===== src/rtl/rf_scoreboard_pkg.sv =====
// ============================================================================
// Module      : rf_scoreboard_pkg
// Description : Shared core types and sizes for the register-file scoreboard.
// Revision    : 1.0 - initial release
// ============================================================================
`default_nettype none

package rf_scoreboard_pkg;

    localparam int c_ADDR_W   = 5;
    localparam int c_NUM_REGS = 32;
    localparam int c_OUT_W    = 7;

    typedef logic [c_ADDR_W-1:0] reg_addr_t;

endpackage

`default_nettype wire


===== src/rtl/rf_scoreboard_if.sv =====
// ============================================================================
// Module      : rf_scoreboard_if
// Description : Decode/issue, retire and status signals of the scoreboard.
// Revision    : 1.0 - initial release
// ============================================================================
`default_nettype none

interface rf_scoreboard_if;
    import rf_scoreboard_pkg::*;

    logic                     flush;
    logic                     issue_valid;
    reg_addr_t                rs1;
    reg_addr_t                rs2;
    reg_addr_t                rd;
    logic                     rs1_used;
    logic                     rs2_used;
    logic                     rd_used;
    logic                     issue_ready;
    logic                     done_e_valid;
    logic                     done_w_valid;
    reg_addr_t                done_e_rd;
    reg_addr_t                done_w_rd;
    logic [c_NUM_REGS-1:0]    busy_mask;
    logic [c_OUT_W-1:0]       outstanding;
    logic                     err_underflow;

    modport master (
        output flush, issue_valid, rs1, rs2, rd, rs1_used, rs2_used, rd_used,
        output done_e_valid, done_w_valid, done_e_rd, done_w_rd,
        input  issue_ready, busy_mask, outstanding, err_underflow
    );

    modport slave (
        input  flush, issue_valid, rs1, rs2, rd, rs1_used, rs2_used, rd_used,
        input  done_e_valid, done_w_valid, done_e_rd, done_w_rd,
        output issue_ready, busy_mask, outstanding, err_underflow
    );

endinterface

`default_nettype wire


===== src/rtl/rf_scoreboard_sb_counter.sv =====
// ============================================================================
// Module      : sb_counter
// Description : Per-register saturating up/down outstanding-write counter.
// Revision    : 1.0 - initial release
// ============================================================================
`default_nettype none

module sb_counter #(
    parameter int CNT_W = 2
) (
    input  wire logic             clk,
    input  wire logic             reset,
    input  wire logic             clear,
    input  wire logic             inc,
    input  wire logic             dec_e,
    input  wire logic             dec_w,
    output logic [CNT_W-1:0]      cnt,
    output logic [CNT_W-1:0]      cnt_next,
    output logic                  underflow
);

    localparam logic [CNT_W:0] c_MAX = {1'b0, {CNT_W{1'b1}}};

    logic [CNT_W-1:0] r_cnt;
    logic [CNT_W:0]   w_up;
    logic [CNT_W:0]   w_down;
    logic [CNT_W:0]   w_diff;

    assign w_up   = {1'b0, r_cnt} + {{CNT_W{1'b0}}, inc};
    assign w_down = {{CNT_W{1'b0}}, dec_e} + {{CNT_W{1'b0}}, dec_w};

    // Flush discards same-cycle traffic, so it also masks underflow.
    always_comb begin
        underflow = 1'b0;
        w_diff    = '0;
        cnt_next  = r_cnt;
        if (clear) begin
            cnt_next = '0;
        end else if (w_down > w_up) begin
            underflow = 1'b1;
            cnt_next  = '0;
        end else begin
            w_diff = w_up - w_down;
            if (w_diff > c_MAX) begin
                cnt_next = '1;
            end else begin
                cnt_next = w_diff[CNT_W-1:0];
            end
        end
    end

    always_ff @(posedge clk) begin
        if (reset) begin
            r_cnt <= '0;
        end else begin
            r_cnt <= cnt_next;
        end
    end

    assign cnt = r_cnt;

endmodule

`default_nettype wire


===== src/rtl/rf_scoreboard.sv =====
// ============================================================================
// Module      : rf_scoreboard
// Description : Register scoreboard with RAW/WAW issue gating and retire tracking.
// Revision    : 1.0 - initial release
// ============================================================================
`default_nettype none

module rf_scoreboard
    import rf_scoreboard_pkg::*;
#(
    parameter int CNT_W = 2
) (
    input  wire logic          clk,
    input  wire logic          reset,
    rf_scoreboard_if.slave     sb
);

    logic [CNT_W-1:0]      w_cnt      [c_NUM_REGS];
    logic [CNT_W-1:0]      w_cnt_next [c_NUM_REGS];
    logic [c_NUM_REGS-1:0] w_underflow;
    logic [c_NUM_REGS-1:0] w_busy_next;
    logic [c_OUT_W-1:0]    w_outstanding;
    logic                  w_raw;
    logic                  w_waw_full;
    logic                  w_issue_ready;
    logic                  w_wr;

    logic [c_NUM_REGS-1:0] r_busy_mask;
    logic [c_OUT_W-1:0]    r_outstanding;
    logic                  r_err;

    // Hazards use registered state only; a retire unblocks from the next cycle.
    assign w_raw = (sb.rs1_used & r_busy_mask[sb.rs1]) |
                   (sb.rs2_used & r_busy_mask[sb.rs2]);
    assign w_waw_full = sb.rd_used & (sb.rd != '0) &
                        (w_cnt[sb.rd] == {CNT_W{1'b1}});
    assign w_issue_ready = sb.issue_valid & ~reset & ~w_raw & ~w_waw_full;
    assign w_wr = w_issue_ready & sb.rd_used;

    generate
        for (genvar r = 0; r < c_NUM_REGS; r++) begin : g_reg
            if (r == 0) begin : g_zero
                assign w_cnt[r]       = '0;
                assign w_cnt_next[r]  = '0;
                assign w_underflow[r] = 1'b0;
            end else begin : g_cnt
                sb_counter #(
                    .CNT_W (CNT_W)
                ) u_cnt (
                    .clk       (clk),
                    .reset     (reset),
                    .clear     (sb.flush),
                    .inc       (w_wr & (sb.rd == reg_addr_t'(r))),
                    .dec_e     (sb.done_e_valid & (sb.done_e_rd == reg_addr_t'(r))),
                    .dec_w     (sb.done_w_valid & (sb.done_w_rd == reg_addr_t'(r))),
                    .cnt       (w_cnt[r]),
                    .cnt_next  (w_cnt_next[r]),
                    .underflow (w_underflow[r])
                );
            end
        end
    endgenerate

    always_comb begin
        w_outstanding = '0;
        w_busy_next   = '0;
        for (int i = 0; i < c_NUM_REGS; i++) begin
            w_outstanding  = w_outstanding + c_OUT_W'(w_cnt_next[i]);
            w_busy_next[i] = |w_cnt_next[i];
        end
    end

    always_ff @(posedge clk) begin
        if (reset) begin
            r_busy_mask   <= '0;
            r_outstanding <= '0;
            r_err         <= 1'b0;
        end else begin
            r_busy_mask   <= w_busy_next;
            r_outstanding <= w_outstanding;
            r_err         <= r_err | (|w_underflow);
        end
    end

    assign sb.issue_ready   = w_issue_ready;
    assign sb.busy_mask     = r_busy_mask;
    assign sb.outstanding   = r_outstanding;
    assign sb.err_underflow = r_err;

endmodule

`default_nettype wire


===== src/flat_wrapper.sv =====
// flat-port wrapper written by rule: the top's interface ports become plain ports
module rf_scoreboard_flat import rf_scoreboard_pkg::*;
#(
    parameter int CNT_W = 2
)
  (clk, reset, sb_flush, sb_issue_valid, sb_rs1, sb_rs2, sb_rd, sb_rs1_used, sb_rs2_used, sb_rd_used, sb_done_e_valid, sb_done_w_valid, sb_done_e_rd, sb_done_w_rd, sb_issue_ready, sb_busy_mask, sb_outstanding, sb_err_underflow);
  rf_scoreboard_if sb_i ();
  input  wire logic clk;
  input  wire logic reset;
  input wire logic [$bits(sb_i.flush)-1:0] sb_flush;
  input wire logic [$bits(sb_i.issue_valid)-1:0] sb_issue_valid;
  input wire logic [$bits(sb_i.rs1)-1:0] sb_rs1;
  input wire logic [$bits(sb_i.rs2)-1:0] sb_rs2;
  input wire logic [$bits(sb_i.rd)-1:0] sb_rd;
  input wire logic [$bits(sb_i.rs1_used)-1:0] sb_rs1_used;
  input wire logic [$bits(sb_i.rs2_used)-1:0] sb_rs2_used;
  input wire logic [$bits(sb_i.rd_used)-1:0] sb_rd_used;
  input wire logic [$bits(sb_i.done_e_valid)-1:0] sb_done_e_valid;
  input wire logic [$bits(sb_i.done_w_valid)-1:0] sb_done_w_valid;
  input wire logic [$bits(sb_i.done_e_rd)-1:0] sb_done_e_rd;
  input wire logic [$bits(sb_i.done_w_rd)-1:0] sb_done_w_rd;
  output wire logic [$bits(sb_i.issue_ready)-1:0] sb_issue_ready;
  output wire logic [$bits(sb_i.busy_mask)-1:0] sb_busy_mask;
  output wire logic [$bits(sb_i.outstanding)-1:0] sb_outstanding;
  output wire logic [$bits(sb_i.err_underflow)-1:0] sb_err_underflow;
  assign sb_i.flush = sb_flush;
  assign sb_i.issue_valid = sb_issue_valid;
  assign sb_i.rs1 = sb_rs1;
  assign sb_i.rs2 = sb_rs2;
  assign sb_i.rd = sb_rd;
  assign sb_i.rs1_used = sb_rs1_used;
  assign sb_i.rs2_used = sb_rs2_used;
  assign sb_i.rd_used = sb_rd_used;
  assign sb_i.done_e_valid = sb_done_e_valid;
  assign sb_i.done_w_valid = sb_done_w_valid;
  assign sb_i.done_e_rd = sb_done_e_rd;
  assign sb_i.done_w_rd = sb_done_w_rd;
  assign sb_issue_ready = sb_i.issue_ready;
  assign sb_busy_mask = sb_i.busy_mask;
  assign sb_outstanding = sb_i.outstanding;
  assign sb_err_underflow = sb_i.err_underflow;
  rf_scoreboard #(.CNT_W(CNT_W)) u_core (.clk(clk), .reset(reset), .sb(sb_i));
endmodule

===== config.mk =====
export PLATFORM = sky130hd
export DESIGN_NAME = rf_scoreboard_flat
export DESIGN_NICKNAME = d
export VERILOG_FILES = /design/src/rtl/rf_scoreboard_pkg.sv /design/src/rtl/rf_scoreboard_if.sv /design/src/rtl/rf_scoreboard_sb_counter.sv /design/src/rtl/rf_scoreboard.sv /design/src/flat_wrapper.sv
export SDC_FILE = /design/constraint.sdc
export NUM_CORES = 1
export LEC_CHECK = 0
export BUFFER_PORTS_ARGS = -buffer_cell sky130_fd_sc_hd__buf_2
export CELL_PAD_IN_SITES_DETAIL_PLACEMENT = 0
export CELL_PAD_IN_SITES_GLOBAL_PLACEMENT = 1
export CORE_MARGIN = 10
export CORE_UTILIZATION = 49
export DETAILED_ROUTE_END_ITERATION = 16
export GPL_ROUTABILITY_DRIVEN = 0
export GPL_TIMING_DRIVEN = 0
export MAX_ROUTING_LAYER = met4
export PLACE_DENSITY = 0.91
export SLEW_MARGIN = 10
export SYNTH_ARGS = -nofsm -noshare
export SYNTH_HDL_FRONTEND = slang
export SYNTH_SLANG_ARGS = --single-unit

===== constraint.sdc =====
create_clock -name clk -period 14 [get_ports clk]
set_clock_uncertainty 0.15 [all_clocks]
set_input_delay 1.4 -clock clk [delete_from_list [all_inputs] [get_ports clk]]
set_output_delay 1.4 -clock clk [all_outputs]
set_load 0.02 [all_outputs]

# Word-level counts from Yosys, hierarchy flattened
# Cells that the tools add are included.
totals:
  register_bits: 102
  input_bits: 34
  out_inout_bits: 41
  word_cells: 619
op_classes:
  n_addsub: 123
  magnitude_cmp: 65
  eq_ne: 94
  n_mux: 162
  bitwise: 107
  n_reduce_logical: 33
ops:
  columns: ["cell", "count"]
  rows:
  - ["$eq A5 B5 Y1 const B", 48]
  - ["$add A7 B2 Y7", 29]
  - ["$mux W2", 95]
  - ["$eq A5 B4 Y1 const B", 24]
  - ["$and A1 B1 Y1", 101]
  - ["$add A2 B1 Y3", 31]
  - ["$gt A2 B3 Y1", 31]
  - ["$gt A3 B2 Y1 const B", 31]
  - ["$sub A3 B2 Y3", 31]
  - ["$mux W1", 64]
  - ["$add A1 B1 Y2", 31]
  - ["$reduce_or A2 Y1", 31]
  - ["$eq A5 B3 Y1 const B", 12]
  - ["$reduce_or A31 Y1", 1]
  - ["$eq A5 B2 Y1 const B", 6]
  - ["$eq A5 B1 Y1 const B", 3]
  - ["$lt A5 B6 Y1 const B", 2]
  - ["$bmux W1 S5", 2]
  - ["$bmux W2 S5", 1]
  - ["$ge A6 B6 Y1 const B", 1]
  - ["$not A5 Y6", 1]
  - ["$reduce_bool A5 Y1", 1]
  - ["$add A2 B2 Y3", 1]
  - ["$not A1 Y1", 3]
  - ["other kinds (2)", 3]

# Longest topological paths before layout
depth:
  depth_word: 46
  mapped_depth: 38
  ltp_nobuf: 35

# By module
# Synthesis repeated with hierarchy kept, for this count alone.
unflattened:
  cells_unflattened: 1151
  hier_area_um2: 11409.7
by_module_without_submodules:
  columns: ["module", "n_inst", "cells_each", "area_each_um2", "seq_area_each_um2"]
  rows:
  - ["sb_counter", 31, 19, 214.0, 40.0]
  - ["rf_scoreboard", 1, 562, 4777.1, 780.7]

# Worst setup path before layout
# OpenSTA, ideal clock, no wires.
synth_path:
  kind: "input to register"
  startpoint: "input sb_rd[0]"
  endpoint: "register u_core.r_outstanding[5] (netlist: u_core.sb.outstanding[5])"
  setup_time_ns: 0.128
  arrival_ns: 9.910
  t_required_ns: 13.722
  setup_slack_ns: 3.813
  path_stages: 35
  path_buffers: 3
  cell_sequence: "buf_2 -> buf_2 -> mux2_2 -> a221oi_1 -> nor3_1 -> nand2_1 -> nand4_1 -> clkbuf_1 -> nor4_1 -> ha_1 -> ha_1 -> fa_1 -> xor2_1 -> nand2_1 -> and2_1 -> ha_1 -> inv_1 -> fa_1 -> inv_1 -> fa_1 -> fa_1 -> fa_1 -> fa_1 -> fa_1 -> inv_1 -> fa_1 -> fa_1 -> inv_1 -> ha_1 -> a21o_1 -> a21oi_1 -> o21bai_1 -> a21oi_1 -> xor2_1 -> nor2_1"
synth_via:
  elab_chain_len: 46
  elab_cells_between_ends: 320
  classes_between: "add/sub: 92; order compare: 62; eq/ne: 32; mux: 96; bitwise: 37; reduce/logical: 1"
synth_lines:
  columns: ["element", "line_no", "rtl"]
  rows:
  - ["from (decl)", "flat_wrapper.sv:14", "input wire logic [$bits(sb_i.rd)-1:0] sb_rd;"]
  - ["$not A5 Y6 (not written as such)", "rf_scoreboard.sv:36", "(w_cnt[sb.rd] == {CNT_W{1'b1}});"]
  - ["$bmux W2 S5", "rf_scoreboard.sv:36", null]
  - ["$mux W2 (not written as such) (2 in series)", "rf_scoreboard.sv:36", null]
  - ["$eq A2 B2 Y1", "rf_scoreboard.sv:36", null]
  - ["$and A1 B1 Y1", "rf_scoreboard.sv:35", "assign w_waw_full = sb.rd_used & (sb.rd != '0) &"]
  - ["$not A1 Y1", "rf_scoreboard.sv:37", "assign w_issue_ready = sb.issue_valid & ~reset & ~w_raw & ~w_waw_full;"]
  - ["$and A1 B1 Y1", "rf_scoreboard.sv:37", null]
  - ["$and A1 B1 Y1", "rf_scoreboard.sv:38", "assign w_wr = w_issue_ready & sb.rd_used;"]
  - ["(+2 left out)", null, null]
  - ["$sub A3 B2 Y3", "rf_scoreboard_sb_counter.sv:43", "w_diff = w_up - w_down;"]
  - ["$gt A3 B2 Y1", "rf_scoreboard_sb_counter.sv:44", "if (w_diff > c_MAX) begin"]
  - ["$mux W2", "rf_scoreboard_sb_counter.sv:44", null]
  - ["$mux W2 *", "rf_scoreboard_sb_counter.sv:39", "end else if (w_down > w_up) begin"]
  - ["$mux W2 *", "rf_scoreboard_sb_counter.sv:37", "if (clear) begin"]
  - ["via u_core.g_reg[2].g_cnt.u_cnt.cnt_next[0]", "rf_scoreboard_sb_counter.sv:18", "output logic [CNT_W-1:0] cnt_next,"]
  - ["$add A2 B2 Y3 *", "rf_scoreboard.sv:68", "w_outstanding = w_outstanding + c_OUT_W'(w_cnt_next[i]);"]
  - ["$add A7 B2 Y7 * (29 in series)", "rf_scoreboard.sv:68", null]
  - ["to (signal assigned)", "rf_scoreboard.sv:80", "r_outstanding <= w_outstanding;"]
  - ["to (decl)", "rf_scoreboard.sv:29", "logic [c_OUT_W-1:0] r_outstanding;"]
# The timed path passes the listed nets; every way through them passes the cells marked *. The select of a mux whose other input is x is not followed.
# A chain may end at the register's enable or synchronous reset.

# Final worst setup path
layout_path:
  startpoint: "input sb_rd[0]"
  endpoint: "register u_core.r_outstanding[5] (netlist: u_core.sb.outstanding[5])"
layout_via:
  elab_chain_len: 46
  elab_cells_between_ends: 320
  classes_between: "add/sub: 92; order compare: 62; eq/ne: 32; mux: 96; bitwise: 37; reduce/logical: 1"
layout_lines:
  columns: ["element", "line_no"]
  rows:
  - ["$not A5 Y6 (not written as such)", "rf_scoreboard.sv:36"]
  - ["$bmux W2 S5", "rf_scoreboard.sv:36"]
  - ["$mux W2 (not written as such) (2 in series)", "rf_scoreboard.sv:36"]
  - ["$eq A2 B2 Y1", "rf_scoreboard.sv:36"]
  - ["$and A1 B1 Y1", "rf_scoreboard.sv:35"]
  - ["$not A1 Y1", "rf_scoreboard.sv:37"]
  - ["$and A1 B1 Y1", "rf_scoreboard.sv:37"]
  - ["$and A1 B1 Y1", "rf_scoreboard.sv:38"]
  - ["(+2 left out)", null]
  - ["$sub A3 B2 Y3", "rf_scoreboard_sb_counter.sv:43"]
  - ["$gt A3 B2 Y1", "rf_scoreboard_sb_counter.sv:44"]
  - ["$mux W2", "rf_scoreboard_sb_counter.sv:44"]
  - ["$mux W2 *", "rf_scoreboard_sb_counter.sv:39"]
  - ["$mux W2 *", "rf_scoreboard_sb_counter.sv:37"]
  - ["via u_core.g_reg[1].g_cnt.u_cnt.cnt_next[0]", "rf_scoreboard_sb_counter.sv:18"]
  - ["$add A2 B2 Y3 *", "rf_scoreboard.sv:68"]
  - ["$add A7 B2 Y7 * (29 in series)", "rf_scoreboard.sv:68"]
# Marked as above.

==> metrics.txt <==
detailed-placement wirelength estimate 28300 µm; max_cap viols 0; first-pass iteration count of the detailed router 8; unrepaired setup endpoints after global routing no; FF-to-FF path depth 33; Required @ worst endpoint 14.09 ns; H-tree depth 3; Starting Density 50.3%; cts bufs inserted 9; status completed; Row Count 53; initial antenna violation count 0; worst reg2reg path endpoint u_core.sb.outstanding[5]; layout cell share with drive strength beyond 1 10.6%; area grow syn2layout 9.06%; first-iteration detailed-routing DRC count 884; Die ar. 28100 µm²; Leak between 5 and 6 nW; Finished Layout Cells 1528; FF+latch count, synth approximately 100; chip width approximately 170 µm; final wirelength roughly 34000 µm; synthesized area 10700 µm²; Nets 1537; # port buffers 66; largest net degree at the start of global routing 20; YS warnings 0; Final Hold Vio Count 0; setup TNS 0 ns; crit-path max cell delay roughly 0.60 ns; worst endpoint data arrival time 11.12 ns; r2r startpoint u_core.g_reg[25].g_cnt.u_cnt.cnt[1]; power density of the placed cells 70.8 nW/µm²; R2R Setup Slk 4.35 ns; DRT antenna net count 0; register area share after synthesis 18.9%; Post-synth EDFFs 0; Cell variety after synth 55; most common flop cell mapped by yosys dfxtp_1; Hold Buf Count CTS 0; post-CTS resize count 0; syn nets between 1000 and 1500; Peak supply drop 64.7 µV; vias in the first global route 9147; Setup CP Type input port to flop; wire length per cell 22.4 µm; hold endpoint u_core.sb.err_underflow; gr usage total 25.0%; vias per inst 5.88; Synth async-reset ratio 0%; Setup Buffers After CTS 0; setup violators final 0; post-synthesis cell count about 1200; ANT cells 0; post-route clock period utilization 78.8%; GRT Residual Overflow 0; Root Buffer clkbuf_16; final max-slew violation count 0; Syn Area/Cell between 9 and 10 µm²; Core ar. 21200 µm²; Worst Hold Class flop to flop; Ports 75; max_slew headroom 30.5%; Pwr Total 0.825 mW; Max Freq 90.6 MHz; hold path start u_core.sb.err_underflow; Worst Hold Depth 2; Max Fanout on Critical Path 10; Period minus WS final 11.03 ns; Critical Path End Type flop; TritonCTS clock tree done; vias 8982; first-pass GRT wire length 52900 µm; # placed instances 1512; Critical-path top delay cell fa_1; critical path's most frequent cell fa_1; Startpoint Class input port; Clk Latency, worst-skew pair 0.37 ns; drt drc 0; worst slew pin tran 1.02 ns; clock sinks 101; Max clock buf depth 2; register clock-pin slew on the reported worst setup and hold paths 0.08 ns; chip height 168 µm
where the power goes:
part	internal [mW]	total (mW)	switching [mW]
Clock	0.126	0.265	0.140
Sequential	0.298	0.305	0.00640
Combinational	0.0966	0.254	0.158
cells in the final DEF, fill, tap and decap left out, drive strengths merged, types with 7 or more instances in the layout:
master  count
nor4       44
fa        119
nor3       24
nor3b      10
nand2b     12
inv       194
nor2      139
xnor2      28
mux4       20
o31a        8
nand3      17
nand4       9
clkbuf     37
dfxtp     101
and2        7
ha        136
or3        10
a211oi     10
or2        14
buf        81
nand2      65
a31oi      16
nor2b      28
o21ai      11
a21oi      35
flip-flops by register name, indices dropped and copies added (netlist names):
signal and cells:
u_core.sb.err_underflow 1, u_core.sb.busy_mask 31, u_core.sb.outstanding 7, u_core.g.g_cnt.u_cnt.cnt 62
Yosys cell counts (3+ instances only):
library cell / count / area, µm²
inv_1: 190 / 713
nor2_1: 139 / 522
ha_1: 136 / 1700
fa_1: 119 / 2380
dfxtp_1: 101 / 2020
nand2_1: 65 / 244
nor4_1: 42 / 263
a21oi_1: 35 / 175
clkbuf_1: 28 / 105
nor2b_1: 28 / 175
xnor2_1: 28 / 245
nor3_1: 24 / 120
mux4_2: 18 / 405
a31oi_1: 16 / 100
nand3_1: 16 / 80.1
or2_2: 13 / 81.3
nand2b_1: 12 / 75.1
o21ai_0: 11 / 55.1
a211oi_1: 10 / 75.1
nor3b_1: 10 / 75.1
or3_1: 10 / 62.6
nand4_1: 9 / 56.3
o31a_1: 8 / 70.1
and2_1: 7 / 43.8
a21o_1: 6 / 45.0
buf_2: 6 / 30.0
mux2_2: 6 / 67.6
nand3b_1: 6 / 45.0
xor2_1: 6 / 52.6
a311oi_1: 5 / 43.8
mux2i_1: 5 / 50.1
o21bai_1: 5 / 37.5
a211o_1: 4 / 35.0
and3_1: 4 / 25.0
buf_1: 4 / 15.0
buf_6: 4 / 45.0
o21a_1: 4 / 30.0
a2111oi_0: 3 / 26.3
o211ai_1: 3 / 22.5
o22ai_1: 3 / 18.8
worst max-delay path by stage:
| stage | from | to | slack [ns] | cells after the start |
|---|---|---|---|---|
| 2_1_floorplan | sb_rd[0] | u_core.sb.outstanding[5] | 3.81 | 35 |
| 3_3_place_gp | sb_rd[0] | u_core.sb.outstanding[5] | 2.88 | 35 |
| 3_5_place_dp | sb_rd[0] | u_core.sb.outstanding[5] | 2.77 | 35 |
| 4_1_cts | sb_rd[0] | u_core.sb.outstanding[5] | 3.11 | 35 |
| 5_1_grt | sb_rd[0] | u_core.sb.outstanding[5] | 2.54 | 33 |
| 6_report | sb_rd[0] | u_core.sb.outstanding[5] | 2.97 | 35 |
layer usage:
metal / up-vias / wire length, µm / GRT usage [%] / part of all wire (%)
met5: - / 0 / - / 0
met4: 0 / 2060 / 12.6 / 6.0
met3: 113 / 3930 / 6.93 / 11
met2: 492 / 15200 / 37.9 / 44
met1: 4297 / 13100 / 30.1 / 38
li1: 4080 / - / - / -
cell families after synthesis:
family / count (synthesis) / synth area share (%)
and+or+nand+nor: 398 / 18.7
DFF: 101 / 18.9
buffers and inverters: 233 / 8.58
AOI/OAI and AO/OA: 118 / 7.29
muxes: 31 / 5.39
xor gates and xnor gates: 34 / 2.79
adders and majority gates: 255 / 38.3
other: 1 / 0.0351
metrics by stage:
stage | utilization (%) | setup WS [ns] | area [µm²] | hold slack [ns]
after floorplan | - | 3.81 | 10700 | 0.372
final | 54.9 | 2.97 | 11600 | 0.311
after global placement | 53.5 | 2.88 | 11400 | 0.285
after CTS | 54.9 | 3.11 | 11600 | 0.314
after detailed placement | 53.5 | 2.77 | 11400 | 0.302
after global routing | 54.9 | 2.54 | 11600 | 0.338
cell type report:
type                    instances  area (µm²)
fillers                      1939        9580
multi-input cells             837        7740
flip-flops and latches        101        2020
inverters                     190         713
well taps                     275         344
repair buffers                 66         330
clock buffers                   9         225
plain buffers                  43         203
clock inverters                 7        67.6
critical path: cells and delay by family:
family                     cells  cell delay (ns)
buffers and inverters          7             1.23
and+or+nand+nor                7             1.08
AOI/OAI and AO/OA              5             1.07
xor gates and xnor gates       2             0.42
muxes                          1             0.37
adders and majority gates     13             5.53
No activity file was read; power rests on OpenSTA's default activity.
